## src/rtl/mpt_pkg.sv

```systemverilog
// Shared types, field layout and helpers for the MPT walker stages.
package mpt_pkg;

  localparam int XLEN         = 64;
  localparam int PN_W         = 9;
  localparam int PN_BASE      = 16;
  localparam int PAGE_SHIFT   = 12;  // PAGESIZE = 4 KiB
  localparam int MPTE_SHIFT   = 3;   // MPTESIZE = 8 bytes
  localparam int NUMPGINRANGE = 4;   // 16 pages share one leaf entry
  localparam int PPN_W        = 44;
  localparam int ID_W         = 4;

  localparam int ROOT_SMMPT43 = 2;
  localparam int ROOT_SMMPT52 = 3;
  localparam int ROOT_SMMPT64 = 4;

  // MPTE layout: V, L, common reserved, then leaf perms or non-leaf PPN.
  localparam int MPTE_V        = 0;
  localparam int MPTE_L        = 1;
  localparam int PERM_LSB      = 8;
  localparam int PPN_LSB       = 8;

  // 3-bit permission encodings {X, W, R}.
  localparam logic [2:0] PERM_R   = 3'b001;
  localparam logic [2:0] PERM_RW  = 3'b011;
  localparam logic [2:0] PERM_X   = 3'b100;
  localparam logic [2:0] PERM_RX  = 3'b101;
  localparam logic [2:0] PERM_RWX = 3'b111;

  typedef enum logic [1:0] {
    MODE_BARE = 2'd0, SMMPT43 = 2'd1, SMMPT52 = 2'd2, SMMPT64 = 2'd3
  } mpt_mode_e;

  typedef enum logic [1:0] {
    MPT_WALKING_SKIP = 2'd0, MPT_WALKING_ACTIVE = 2'd1, MPT_WALKING_RETRY = 2'd2
  } mpt_walking_e;

  typedef enum logic [2:0] {
    NO_ERROR = 3'd0, NOT_VALID_ENTRY = 3'd1, RESERVED_BITS_USED = 3'd2,
    LEVEL_UNDERFLOW = 3'd3, UNSUPPORTED_MODE = 3'd4
  } page_format_fault_e;

  typedef struct packed {
    logic               valid;
    logic               completed;
    mpt_walking_e       walking;
    logic [ID_W-1:0]    id;
    mpt_mode_e          mode;
    logic [PPN_W-1:0]   mmpt_ppn;
    logic [XLEN-1:0]    spa;
    logic [2:0]         access;      // {exec, write, read}
    logic [XLEN-1:0]    mpte;
    page_format_fault_e format_error;
    logic               access_error;
  } mptw_transaction_t;

  function automatic logic [PN_W-1:0] pn_field(input logic [XLEN-1:0] spa, input int level);
    return spa[PN_BASE + PN_W*level +: PN_W];
  endfunction

  function automatic int root_level(input mpt_mode_e mode);
    case (mode)
      SMMPT52: return ROOT_SMMPT52;
      SMMPT64: return ROOT_SMMPT64;
      default: return ROOT_SMMPT43;
    endcase
  endfunction

  function automatic logic mode_supported(input mpt_mode_e mode, input logic [2:0] mask);
    case (mode)
      SMMPT43: return mask[0];
      SMMPT52: return mask[1];
      SMMPT64: return mask[2];
      default: return 1'b0;
    endcase
  endfunction

  function automatic logic perm_read(input logic [2:0] p);
    return p inside {PERM_R, PERM_RW, PERM_RX, PERM_RWX};
  endfunction

  function automatic logic perm_write(input logic [2:0] p);
    return p inside {PERM_RW, PERM_RWX};
  endfunction

  function automatic logic perm_exec(input logic [2:0] p);
    return p inside {PERM_X, PERM_RX, PERM_RWX};
  endfunction

endpackage

```

## src/rtl/mpt_sync_fifo.sv

```systemverilog
// First-word-fall-through synchronous FIFO with registered full/empty flags.
module mpt_sync_fifo #(
  parameter int DATA_WIDTH = 8,
  parameter int DEPTH      = 2
) (
  input  logic                  clk_i,
  input  logic                  rst_ni,
  input  logic                  push,
  input  logic [DATA_WIDTH-1:0] din,
  input  logic                  pop,
  output logic [DATA_WIDTH-1:0] dout,
  output logic                  full,
  output logic                  empty
);
  localparam int AW = $clog2(DEPTH);

  logic [DATA_WIDTH-1:0] mem [DEPTH];
  logic [AW:0] wr_ptr, rd_ptr, wr_ptr_next, rd_ptr_next;
  logic        do_push, do_pop;

  assign do_push     = push & ~full;
  assign do_pop      = pop & ~empty;
  assign wr_ptr_next = wr_ptr + {{AW{1'b0}}, do_push};
  assign rd_ptr_next = rd_ptr + {{AW{1'b0}}, do_pop};
  assign dout        = mem[rd_ptr[AW-1:0]];

  // Pointers and flags; flags come from next-state pointers so they stay registered.
  always_ff @(posedge clk_i or negedge rst_ni) begin
    if (!rst_ni) begin
      wr_ptr <= '0;
      rd_ptr <= '0;
      full   <= 1'b0;
      empty  <= 1'b1;
    end else begin
      wr_ptr <= wr_ptr_next;
      rd_ptr <= rd_ptr_next;
      full   <= (wr_ptr_next[AW] != rd_ptr_next[AW]) &&
                (wr_ptr_next[AW-1:0] == rd_ptr_next[AW-1:0]);
      empty  <= (wr_ptr_next == rd_ptr_next);
    end
  end

  // Storage write; contents need no reset since the pointers gate visibility.
  always_ff @(posedge clk_i) begin
    if (do_push) mem[wr_ptr[AW-1:0]] <= din;
  end

endmodule

```

## src/rtl/mpt_parsing_stage_q.sv

```systemverilog
// One MPT walk level: parses the fetched entry, queues the result, tracks faults.
module mpt_parsing_stage_q
  import mpt_pkg::*;
#(
  parameter int         WALKING_LEVEL   = 0,
  parameter int         DATA_WIDTH      = $bits(mptw_transaction_t),
  parameter int         FIFO_DEPTH      = 2,
  parameter logic [2:0] SUPPORTED_MODES = 3'b111,
  parameter int         CNT_WIDTH       = 16
) (
  input  logic                  clk_i,
  input  logic                  rst_ni,
  input  logic [DATA_WIDTH-1:0] stage_slave_data,
  input  logic                  stage_slave_valid,
  output logic                  stage_slave_ready,
  output logic [DATA_WIDTH-1:0] stage_master_data,
  output logic                  stage_master_valid,
  input  logic                  stage_master_ready,
  output logic                  access_page_fault_o,
  output page_format_fault_e    format_error_cause_o,
  input  logic                  err_clear_i,
  output logic                  err_valid_o,
  output logic [ID_W-1:0]       err_id_o,
  output page_format_fault_e    err_cause_o,
  output logic                  err_access_o,
  output logic [CNT_WIDTH-1:0]  fault_count_o
);
  localparam int PREV_LEVEL = (WALKING_LEVEL > 0) ? WALKING_LEVEL - 1 : 0;

  mptw_transaction_t  in_txn, out_txn, head_txn;
  page_format_fault_e cause;
  logic               acc_fault, leaf, pass, fault, fire, full, empty;
  logic [XLEN-1:0]    entry;
  logic [PN_W-1:0]    pn_cur, pn_prev;
  logic [3:0]         offset;
  logic [2:0]         perm;

  assign in_txn = stage_slave_data;
  assign entry  = in_txn.mpte;

  // Combinational parse of one entry into the outgoing transaction.
  always_comb begin
    out_txn   = in_txn;
    cause     = NO_ERROR;
    acc_fault = 1'b0;
    leaf      = 1'b0;
    pass      = 1'b0;
    pn_cur    = pn_field(in_txn.spa, WALKING_LEVEL);
    pn_prev   = pn_field(in_txn.spa, PREV_LEVEL);
    offset    = (WALKING_LEVEL > 0) ? pn_prev[PN_W-1 -: NUMPGINRANGE]
                                    : in_txn.spa[15 -: NUMPGINRANGE];
    perm      = entry[PERM_LSB + 3*int'(offset) +: 3];
    if (!in_txn.valid || in_txn.completed) begin
      pass = 1'b1;
    end else if (!mode_supported(in_txn.mode, SUPPORTED_MODES)) begin
      cause = UNSUPPORTED_MODE;
    end else if (WALKING_LEVEL > root_level(in_txn.mode)) begin
      pass = 1'b1;
    end else if (WALKING_LEVEL == root_level(in_txn.mode)) begin
      out_txn.mpte = ({{(XLEN-PPN_W){1'b0}}, in_txn.mmpt_ppn} << PAGE_SHIFT)
                   + ({{(XLEN-PN_W){1'b0}}, pn_cur} << MPTE_SHIFT);
    end else if (!entry[MPTE_V]) begin
      cause = NOT_VALID_ENTRY;
    end else if (entry[7:2] != '0 ||
                 (entry[MPTE_L] ? (entry[63:56] != '0) : (entry[63:52] != '0))) begin
      cause = RESERVED_BITS_USED;
    end else if (!entry[MPTE_L] && WALKING_LEVEL == 0) begin
      cause = LEVEL_UNDERFLOW;
    end else if (entry[MPTE_L]) begin
      leaf      = 1'b1;
      acc_fault = (in_txn.access[0] & ~perm_read(perm)) |
                  (in_txn.access[1] & ~perm_write(perm)) |
                  (in_txn.access[2] & ~perm_exec(perm));
    end else begin
      out_txn.mpte = ({{(XLEN-PPN_W){1'b0}}, entry[PPN_LSB +: PPN_W]} << PAGE_SHIFT)
                   + ({{(XLEN-PN_W){1'b0}}, pn_cur} << MPTE_SHIFT);
    end
    if (!pass) begin
      out_txn.completed = leaf | (cause != NO_ERROR) | acc_fault |
                          (WALKING_LEVEL == 0) | in_txn.completed;
      if (out_txn.completed) out_txn.walking = MPT_WALKING_SKIP;
      if (in_txn.format_error == NO_ERROR && !in_txn.access_error) begin
        out_txn.format_error = cause;
        out_txn.access_error = acc_fault;
      end
    end
  end

  assign fault = (cause != NO_ERROR) | acc_fault;
  assign fire  = stage_slave_valid & stage_slave_ready;

  mpt_sync_fifo #(.DATA_WIDTH(DATA_WIDTH), .DEPTH(FIFO_DEPTH)) u_fifo (
    .clk_i (clk_i),
    .rst_ni(rst_ni),
    .push  (fire),
    .din   (out_txn),
    .pop   (stage_master_ready),
    .dout  (stage_master_data),
    .full  (full),
    .empty (empty)
  );

  assign head_txn             = stage_master_data;
  assign stage_slave_ready    = ~full;
  assign stage_master_valid   = ~empty;
  assign access_page_fault_o  = ~empty & head_txn.access_error;
  assign format_error_cause_o = empty ? NO_ERROR : head_txn.format_error;

  // Sticky first-fault capture; a fault arriving with the clear wins.
  always_ff @(posedge clk_i or negedge rst_ni) begin
    if (!rst_ni) begin
      err_valid_o  <= 1'b0;
      err_id_o     <= '0;
      err_cause_o  <= NO_ERROR;
      err_access_o <= 1'b0;
    end else if (fire && fault && (err_clear_i || !err_valid_o)) begin
      err_valid_o  <= 1'b1;
      err_id_o     <= in_txn.id;
      err_cause_o  <= cause;
      err_access_o <= acc_fault;
    end else if (err_clear_i) begin
      err_valid_o  <= 1'b0;
      err_id_o     <= '0;
      err_cause_o  <= NO_ERROR;
      err_access_o <= 1'b0;
    end
  end

  // Saturating count of pushed faulted transactions.
  always_ff @(posedge clk_i or negedge rst_ni) begin
    if (!rst_ni) fault_count_o <= '0;
    else if (fire && fault && fault_count_o != '1) fault_count_o <= fault_count_o + 1'b1;
  end

endmodule

```

## config.mk

```make
export PLATFORM = sky130hd
export DESIGN_NAME = mpt_parsing_stage_q
export DESIGN_NICKNAME = d
export VERILOG_FILES = /design/src/rtl/mpt_pkg.sv /design/src/rtl/mpt_sync_fifo.sv /design/src/rtl/mpt_parsing_stage_q.sv
export SDC_FILE = /design/constraint.sdc
export NUM_CORES = 1
export LEC_CHECK = 0
export CAP_MARGIN = 20
export CORE_UTILIZATION = 30
export CTS_BUF_LIST = sky130_fd_sc_hd__clkbuf_4
export DETAILED_ROUTE_END_ITERATION = 12
export HOLD_SLACK_MARGIN = 0.15
export PLACE_DENSITY = 0.64
export SKIP_LAST_GASP = 1
export SLEW_MARGIN = 40
export SYNTH_ARGS = -nofsm -noshare
export SYNTH_HDL_FRONTEND = slang
export SYNTH_SLANG_ARGS = --single-unit
```

## constraint.sdc

```tcl
create_clock -name clk_i -period 7.77 [get_ports clk_i]
set_input_delay 1.554 -clock clk_i [delete_from_list [all_inputs] [get_ports clk_i]]
set_output_delay 1.554 -clock clk_i [all_outputs]
set_load 0.005 [all_outputs]
```

==> results of run 1 <==
[critical path, delay by kind of cell, from the launching register on]
kind | cells | cell delay [ps]
buffers and inverters | 2 | 1090
DFF | 1 | 680
muxes | 1 | 410
[layer usage]
| layer | global-route usage (%) | vias up | part of all wire [%] |
|---|---|---|---|
| met1 | 16.0 | 4502 | 39 |
| met2 | 23.2 | 359 | 49 |
| met5 | 0 | - | 0.028 |
| met3 | 5.86 | 71 | 9.5 |
| met4 | 6.66 | 2 | 2.7 |
| li1 | - | 4182 | - |
[where the power goes]
group	internal [uW]	switching [uW]	total (uW)	leakage [uW]
combinational	1370	995	2370	0.00299
sequential	2930	131	3060	0.00390
clock	992	850	1840	0.000808
total	5290	1980	7270	0.00771
[path summary, 6_finish.rpt]
kind,endpoint,startpoint,slack [ps],cells after the start
max in group asynchronous,u_fifo.rd_ptr[0],rst_ni,6260,2
setup reg to reg,u_fifo.mem[0][90],u_fifo.full,5390,3
min in group asynchronous,fault_count_o[14],rst_ni,1150,2
hold / removal,u_fifo.wr_ptr[1],u_fifo.wr_ptr[1],480,1
hold reg to reg,u_fifo.wr_ptr[1],u_fifo.wr_ptr[1],480,1
setup / recovery,stage_master_data[133],u_fifo.rd_ptr[0],3150,3
[flip-flops by register name (all words and copies together), names as in the netlist]
register,count
u_fifo.empty,1
err_access_o,1
u_fifo.wr_ptr,2
err_cause_o,3
err_id_o,4
err_valid_o,1
fault_count_o,16
u_fifo.full,1
u_fifo.mem,378
u_fifo.rd_ptr,2
[logic make-up after synthesis]
family / count (synthesis) / share of synthesized area, %
AO/OA/AOI/OAI: 13 / 0.757
XOR/XNOR: 18 / 0.983
adder cells (fa/ha/maj): 4 / 0.312
buffers and inverters: 104 / 2.68
flip-flops: 409 / 75.6
multiplexers: 217 / 16.2
AND/OR/NAND/NOR: 87 / 3.40
[cell usage in the layout (no fill, tap or decap), types with 6 or more instances in the layout]
cell                              instances
sky130_fd_sc_hd__clkinv_1                18
sky130_fd_sc_hd__clkdlybuf4s50_1        412
sky130_fd_sc_hd__and2_1                   7
sky130_fd_sc_hd__dfrtp_1                 29
sky130_fd_sc_hd__nand2_1                 14
sky130_fd_sc_hd__mux2_2                 198
sky130_fd_sc_hd__nand2b_1                 8
sky130_fd_sc_hd__clkbuf_4               159
sky130_fd_sc_hd__nor3_1                   6
sky130_fd_sc_hd__inv_1                   12
sky130_fd_sc_hd__mux4_1                   8
sky130_fd_sc_hd__edfxtp_1               378
sky130_fd_sc_hd__xor2_1                  13
sky130_fd_sc_hd__nor2_1                   7
sky130_fd_sc_hd__nor2b_1                  9
[through the flow]
stage / hold WS [ps] / util, % / std cells
CTS: 476 / 42.0 / 2053
global route: 524 / 42.0 / 2054
global placement: 459 / 39.4 / 1869
floorplan: 446 / - / 852
detailed placement: 464 / 39.5 / 1869
finish: 483 / 42.0 / 2054
[final cells by class]
cell class,instances,area [um^2]
diodes,1,2.50
clock buffers,159,1190
clock inverters,25,155
fillers,4753,30500
inverters,12,45.0
multi-input cells,339,3510
flip-flops and latches,409,12100
well taps,688,861
repair buffers,421,4240
==> metrics.txt, run 1 <==
result of the run complete, no violations; die area 0.0544 mm^2; delay of the slowest cell on the worst path about 700 ps; final instance area 0.0221 mm^2; clock transition at the registers of the reported paths 60 ps; DRC Markers 0; cell-by-cell trace of the critical path buf_6, mux2_2, clkdlybuf4s50_1; gp weighted congestion 0.759; growth of design area from synthesis to finish 38.1%; number of input and output port buffers inserted slightly above 400; library cell with the largest summed area after synthesis sky130_fd_sc_hd__edfxtp_1; maximum number of pins on one net before global-route repair 100; Worst Max-Slew Pin Slew around 730 ps; max-slew violations 0; Final Hold Fails 0; 1st-pass router iterations 4; fraction of post-synthesis cell area in the top cell type by area between 70 and 80%; total negative setup slack 0 ps; Synth area leaders sky130_fd_sc_hd__edfxtp_1 71%, sky130_fd_sc_hd__mux2_2 14%, sky130_fd_sc_hd__dfrtp_1 4.7%; final HPWL from detailed placement 26.4 mm; areal power density over the cells 328 mW/mm^2; first-pass GRT wire length 57.2 mm; Worst IR Drop VDD ~0.26 mV; Die Span Y 233 um; RSZ-0062 raised after global routing no; post-route total power 7270 uW; clock insertion delay at the later pin of the skew report 820 ps; slowest cell on the critical path sky130_fd_sc_hd__dfrtp_4; Hold-fix buffers, CTS 0; number of H-tree levels 3; total I/O pin count 414; number of clock buffers inserted by TritonCTS 107; data arrival time of the critical path 3060 ps; Total Nets Final 1488; number of enable flip-flop cells after synthesis 378; sequential fraction of the synthesis area 75.6%; width of the die 233 um; area post-placement 0.0208 mm^2; async set or reset register ratio after synthesis ~7.6%; count of final setup violators 0; average wire per cell in the routed design 19.2 um; Max-cap violations 0; vias in the first global route 9707; Cells after Synth roughly 850; initial standard-cell utilization of the core a little under a third; Layout Skew approximately 50 ps; library cell with the highest instance count after synthesis sky130_fd_sc_hd__edfxtp_1; DRT antenna net count 0; top achievable clock speed 0.217 GHz; Synth Flop Type sky130_fd_sc_hd__edfxtp_1; number of buffers inserted by post-CTS setup repair 0; number of resized instances in the post-cts repair step 0; commonest cells in the synthesized netlist 378 x sky130_fd_sc_hd__edfxtp_1, 198 x sky130_fd_sc_hd__mux2_2, 84 x sky130_fd_sc_hd__clkbuf_1, 30 x sky130_fd_sc_hd__dfrtp_1, 14 x sky130_fd_sc_hd__nand2_1; Critical Path Source Type register; drt initial violations 365; std cell rows 84; Tot GR Track Use 14.2%; antenna violations before repair 2; area of the mapped netlist 0.0160 mm^2; Post-Syn Area per Cell 18.8 um^2; routed vias 9116; slack of the critical path 3150 ps; ratio of routed vias to standard cells around 4.4; syn nets 1050; Final min period between 4000 and 5000 ps; required time of the critical path 6220 ps; CTS tree done; fraction of final layout cells sized beyond drive strength 1 about 30%; crit path kind register to primary output; Max transition margin between 50 and 60%; dpl ws 2710 ps; clock root buffer sky130_fd_sc_hd__clkbuf_4; leakage component of the power 0.00771 uW; Clock Sink Count 409; Bufs on Longest Clock Path 3; count of different cell masters after synthesis 46; final worst path period share 59.4%; core footprint 0.0527 mm^2; GRT overflow 0; yosys synthesis warning count 0; total wire length after detailed routing 39.4 mm; Worst setup EP type primary output; Critical Path Fanout Max 67; worst hold path class register to register; register bit total from synthesis about 410
Note: power is estimated with default switching activity, not from simulation.
==> inputs of run 2 (changes only) <==
PLACE_DENSITY = 0.66   (was 0.64)
clock period = 3.85 ns   (was 7.77 ns; I/O delays follow)
==> run 2 against run 1 <==
Effect of this change: power increased by 100%; worst setup slack lost 2700 ps; design area up 0.73%; global-route usage is 0.092 points higher; clock power up 98%; routed wire length barely moved; register-to-register slack got worse by 3700 ps; die area did not move; core utilization grew 0.31 points; critical path depth is 1 higher; sequential share of layout area fell by 0.40 points; critical path type unchanged; largest cell class unchanged.
==> metrics.txt, run 2 (synthesis results as in run 1) <==
result of the run complete, no violations; width of the die 233 um (unchanged); count of final setup violators 0 (unchanged); DRC Markers 0 (unchanged); total I/O pin count 414 (unchanged); number of clock buffers inserted by TritonCTS 108 (+0.93%); Critical Path Source Type register; final core utilization 42.4% (+0.31 points); final worst path period share 88.4%; number of buffers inserted by post-CTS setup repair 0 (unchanged); total wire length after detailed routing 39.4 mm (about the same); Final min period 3400 ps; required time of the critical path 3080 ps (-3140 ps); Tot GR Track Use 14.3% (+0.092 points); vias in the first global route 9716 (+0.093%); antenna violations before repair 2 (unchanged); ratio of routed vias to standard cells 4.44 (about the same); total negative setup slack 0 ps (unchanged); number of input and output port buffers inserted 413 (unchanged); number of standard cells in the layout, taps in and fillers out 2073 (+0.93%); clock insertion delay at the later pin of the skew report 800 ps (-20 ps); fraction of final layout cells sized beyond drive strength 1 30.3% (+1.1 points); core footprint 0.0527 mm^2 (unchanged); slowest cell on the critical path sky130_fd_sc_hd__dfrtp_4; leakage component of the power 0.00782 uW (+1.5%); number of cells in the design after placement 1888 (+1.0%); Total Nets Final 1509 (+1.4%); data arrival time of the critical path 2630 ps (-430 ps); Die Span Y 233 um (unchanged); growth of design area from synthesis to finish 39.1%; Final Hold Fails 0 (unchanged); Worst setup EP type primary output; routed vias 9200 (+0.92%); Max-cap violations 0 (unchanged); maximum number of pins on one net before global-route repair 96 (-4.0%); Critical Path Fanout Max 69 (+3.0%); flip-flop count of the largest register after layout 378 (unchanged); RSZ-0062 raised after global routing no; dpl ws -41.2 ps (-2750 ps); Max transition margin 53.3% (+2.3 points); slack of the critical path 446 ps (-2710 ps); final HPWL from detailed placement 26.8 mm (+1.6%); average wire per cell in the routed design 19.0 um (-0.89%); Worst IR Drop VDD 0.485 mV (+90%); worst hold path class input port to asynchronous set/reset pin; clock transition at the registers of the reported paths 70 ps (about the same); clock root buffer sky130_fd_sc_hd__clkbuf_4; GRT overflow 0 (unchanged); top achievable clock speed 0.294 GHz; initial standard-cell utilization of the core 30.4% (unchanged); 1st-pass router iterations 4 (unchanged); number of H-tree levels 3 (unchanged); CTS tree done; Bufs on Longest Clock Path 3 (unchanged); crit path kind register to primary output; delay of the slowest cell on the worst path 470 ps (-210 ps); cell-by-cell trace of the critical path buf_12, mux2_2, and2_1, clkdlybuf4s50_1; die area 0.0544 mm^2 (unchanged); number of filler cells placed in the layout 4744 (-0.19%); max-slew violations 0 (unchanged); commonest non-fill, non-tap cells in the layout 412 x sky130_fd_sc_hd__clkdlybuf4s50_1, 378 x sky130_fd_sc_hd__edfxtp_1, 198 x sky130_fd_sc_hd__mux2_2, 161 x sky130_fd_sc_hd__clkbuf_4, 29 x sky130_fd_sc_hd__dfrtp_1; Worst Max-Slew Pin Slew 701 ps (-28.2 ps); number of resized instances in the post-cts repair step 0 (unchanged); first-pass GRT wire length 57.6 mm (+0.71%); worst hold margin 408 ps (-75.3 ps); DRT antenna net count 0 (unchanged); Layout Skew 25.5 ps (-24.5 ps); areal power density over the cells 657 mW/mm^2 (+100%); commonest non-fill, non-tap cell in the layout sky130_fd_sc_hd__clkdlybuf4s50_1; Hold-fix buffers, CTS 0 (unchanged); drt initial violations 371 (+1.6%); gp weighted congestion 0.785 (+3.4%); Clock Sink Count 409 (unchanged); std cell rows 84 (unchanged)
[run 2: path summary, 6_finish.rpt]
check | from | end | slack, ps | depth (start not counted)
max reg2reg | fault_count_o[8] | fault_count_o[1] | 1730 | 8
max in group asynchronous | rst_ni | err_id_o[3] | 2880 | 3
min in group clk_i | u_fifo.wr_ptr[1] | u_fifo.wr_ptr[1] | 510 | 1
max | u_fifo.rd_ptr[0] | access_page_fault_o | 450 | 4
min | rst_ni | fault_count_o[3] | 410 | 2
min reg2reg | u_fifo.wr_ptr[1] | u_fifo.wr_ptr[1] | 510 | 1
[run 2: per-stage QoR]
stage	area [um^2]	power, uW
2_1_floorplan	16100	8360
3_3_place_gp	21000	11100
3_5_place_dp	21000	11200
4_1_cts	22300	15000
5_1_grt	22300	15500
6_report	22300	14700
[run 2: power breakdown]
group | internal (uW) | switching [uW] | total (uW)
sequential | 5910 | 223 | 6140
combinational | 2830 | 2050 | 4870
clock | 1950 | 1690 | 3640
[run 2: metal layers]
layer,vias to the layer above,global-route usage [%],share of wire (%)
met4,0,6.03,2.1
met2,352,23.3,49
met3,63,4.90,8.5
met1,4574,17.0,40
li1,4211,-,-
met5,-,0,0
[run 2: final cells by class]
cell class / count / area (um^2) / area share, %
multi-input cells: 339 / 3500 / 15.7
inverters: 12 / 45.0 / 0.202
flip-flops and latches: 409 / 12100 / 54.4
clock buffers: 161 / 1210 / 5.42
diodes: 2 / 5.00 / 0.0224
repair buffers: 441 / 4440 / 19.9
clock inverters: 21 / 110 / 0.494
well taps: 688 / 861 / 3.86
[run 2: worst max-delay path: cells and delay by family (launching register included)]
family / cells / cell delay, ps
buf+inv: 2 / 750
flops: 1 / 470
mux: 1 / 420
simple gates: 1 / 170
==> inputs of run 3 (changes only) <==
DONT_BUFFER_PORTS = 1   (was not set)
PLACE_DENSITY = 0.55   (was 0.66)
==> run 3 against run 2 <==
Effect of this change: clock skew rose by 27 ps; flip-flop and latch count did not move; power fell by 11%; global-route usage fell by 0.14 points; first-iteration DRC count rose by 1.1%; critical path type unchanged; critical endpoint is now stage_master_data[176]; largest power group unchanged.
==> metrics.txt, run 3 (synthesis results as in run 1) <==
area post-placement 0.0167 mm^2 (-20%); Clock Sink Count 409 (unchanged); antenna violations before repair 1 (-1); RSZ-0062 raised after global routing no; Critical Path Source Type register; crit path kind register to primary output; worst hold path depth 2; first-pass GRT wire length 55.8 mm (-3.1%); highest routed layer met4; clock insertion delay at the later pin of the skew report 840 ps (+40 ps); final core utilization 38.1% (-4.2 points); Max-cap violations 0 (unchanged); Final Hold Fails 0 (unchanged); number of filler cells placed in the layout 4862 (+2.5%); worst hold path class input port to register; Final min period 3300 ps (-101 ps); clock transition at the registers of the reported paths 60 ps (about the same); core footprint 0.0527 mm^2 (unchanged); final instance area 0.0201 mm^2 (-10%); top achievable clock speed 0.303 GHz (+3.1%); DRC Markers 0 (unchanged); growth of design area from synthesis to finish 25.2%; drt initial violations 375 (+1.1%); initial standard-cell utilization of the core 30.4% (unchanged); die area 0.0544 mm^2 (unchanged); routed vias 8328 (-9.5%); Critical Path Fanout Max 42 (-39%); vias in the first global route 9004 (-7.3%); width of the die 233 um (unchanged); count of final setup violators 0 (unchanged); ratio of routed vias to standard cells 4.51 (+1.5%); Met2 Routed Length 19.4 mm (+0.33%); gp weighted congestion 0.747 (-4.8%); commonest non-fill, non-tap cells in the layout 378 x sky130_fd_sc_hd__edfxtp_1, 198 x sky130_fd_sc_hd__mux2_2, 193 x sky130_fd_sc_hd__dlygate4sd3_1, 166 x sky130_fd_sc_hd__clkbuf_4, 29 x sky130_fd_sc_hd__dfrtp_1; Worst setup EP type primary output; data arrival time of the critical path 2530 ps (-100 ps); result of the run complete, no violations; fraction of final layout cells sized beyond drive strength 1 36.0% (+5.7 points); Tot GR Track Use 14.1% (-0.14 points); total negative setup slack 0 ps (unchanged); number of H-tree levels 3 (unchanged); number of clock buffers inserted by TritonCTS 110 (+1.9%); commonest non-fill, non-tap cell in the layout sky130_fd_sc_hd__edfxtp_1; clock root buffer sky130_fd_sc_hd__clkbuf_4; GRT overflow 0 (unchanged); maximum number of pins on one net before global-route repair 67 (-30%); leakage component of the power 0.00699 uW (-11%); Max transition margin 52.7% (-0.54 points); wire length on met1 14.6 mm (-8.3%); Layout Skew 52.6 ps (+27.2 ps); Die Span Y 233 um (unchanged); required time of the critical path 3080 ps (about the same); CTS tree done; 1st-pass router iterations 4 (unchanged); Bufs on Longest Clock Path 3 (unchanged); length of routed met3 wiring 4.23 mm (+26%); total I/O pin count 414 (unchanged); worst hold margin 363 ps (-45.0 ps); final worst path period share 85.8% (-2.6 points); number of buffers inserted by post-CTS setup repair 0 (unchanged); final HPWL from detailed placement 25.4 mm (-5.2%); Worst Max-Slew Pin Slew 703 ps (+1.65 ps); max-slew violations 0 (unchanged); areal power density over the cells 650 mW/mm^2 (-1.0%); flip-flop count of the largest register after layout 378 (unchanged); total wire length after detailed routing 39.1 mm (-0.80%); Worst IR Drop VDD 0.344 mV (-29%); DRT antenna net count 0 (unchanged); std cell rows 84 (unchanged); Total Nets Final 1279 (-15%); number of input and output port buffers inserted 0 (-100%); cell count of the worst reg-to-reg path 8 (unchanged); average wire per cell in the routed design 21.2 um (+11%); post-route total power 13100 uW (-11%)
-- run 3: changes by cell type in the layout (fill, tap and decap cells not counted), sizes merged --
cell / delta
clkdlybuf4s50: -412
dlygate4sd3: +192
buf: -12
clkbuf: +5
clkinvlp: +2
clkinv: -1
diode: +1
-- run 3: metal layers --
metal	vias up	global-route usage, %
met4	0	6.58
met2	337	23.1
li1	3754	-
met3	59	6.81
met1	4178	15.3
met5	-	0
-- run 3: cell type report --
type,count,area [um^2],share of cell area (%)
clock buffers,166,1250,6.21
inverters,12,45.0,0.224
multi-input cells,339,3500,17.4
repair buffers,209,2160,10.8
well taps,688,861,4.29
diodes,3,7.51,0.0374
clock inverters,22,125,0.623
flip-flops and latches,409,12100,60.4
-- run 3: final timing paths --
kind                                          end  slack, ps             startpoint
hold reg to reg                  u_fifo.wr_ptr[1]        470       u_fifo.wr_ptr[1]
min in group asynchronous        fault_count_o[3]        390                 rst_ni
setup reg to reg                 fault_count_o[1]       1490       fault_count_o[2]
setup / recovery           stage_master_data[176]        550       u_fifo.rd_ptr[0]
hold / removal                     err_cause_o[2]        360  stage_slave_data[179]
max in group asynchronous            u_fifo.empty       3230                 rst_ni
-- run 3: critical path: stages, from the launching register on --
cell and delay (ps):
sky130_fd_sc_hd__dfrtp_4 660, sky130_fd_sc_hd__buf_4 570, sky130_fd_sc_hd__mux2_2 430
-- run 3: metrics by stage --
stage / std cells / worst slack, ps
floorplan: 852 / 637
global placement: 1463 / 548
detailed placement: 1463 / 558
CTS: 1845 / 348
global route: 1847 / 325
finish: 1848 / 547
-- run 3: power breakdown --
| part | switching, uW | internal, uW | total, uW |
|---|---|---|---|
| Clock | 1710 | 2010 | 3730 |
| Sequential | 272 | 5910 | 6180 |
| Combinational | 1800 | 1350 | 3150 |
-- run 3: timing repair --
action                     in CTS  in global routing
setup endpoints to repair       0                  0
hold endpoints to repair      419                  0
hold buffers                  194                  0
resized for setup               0                  0
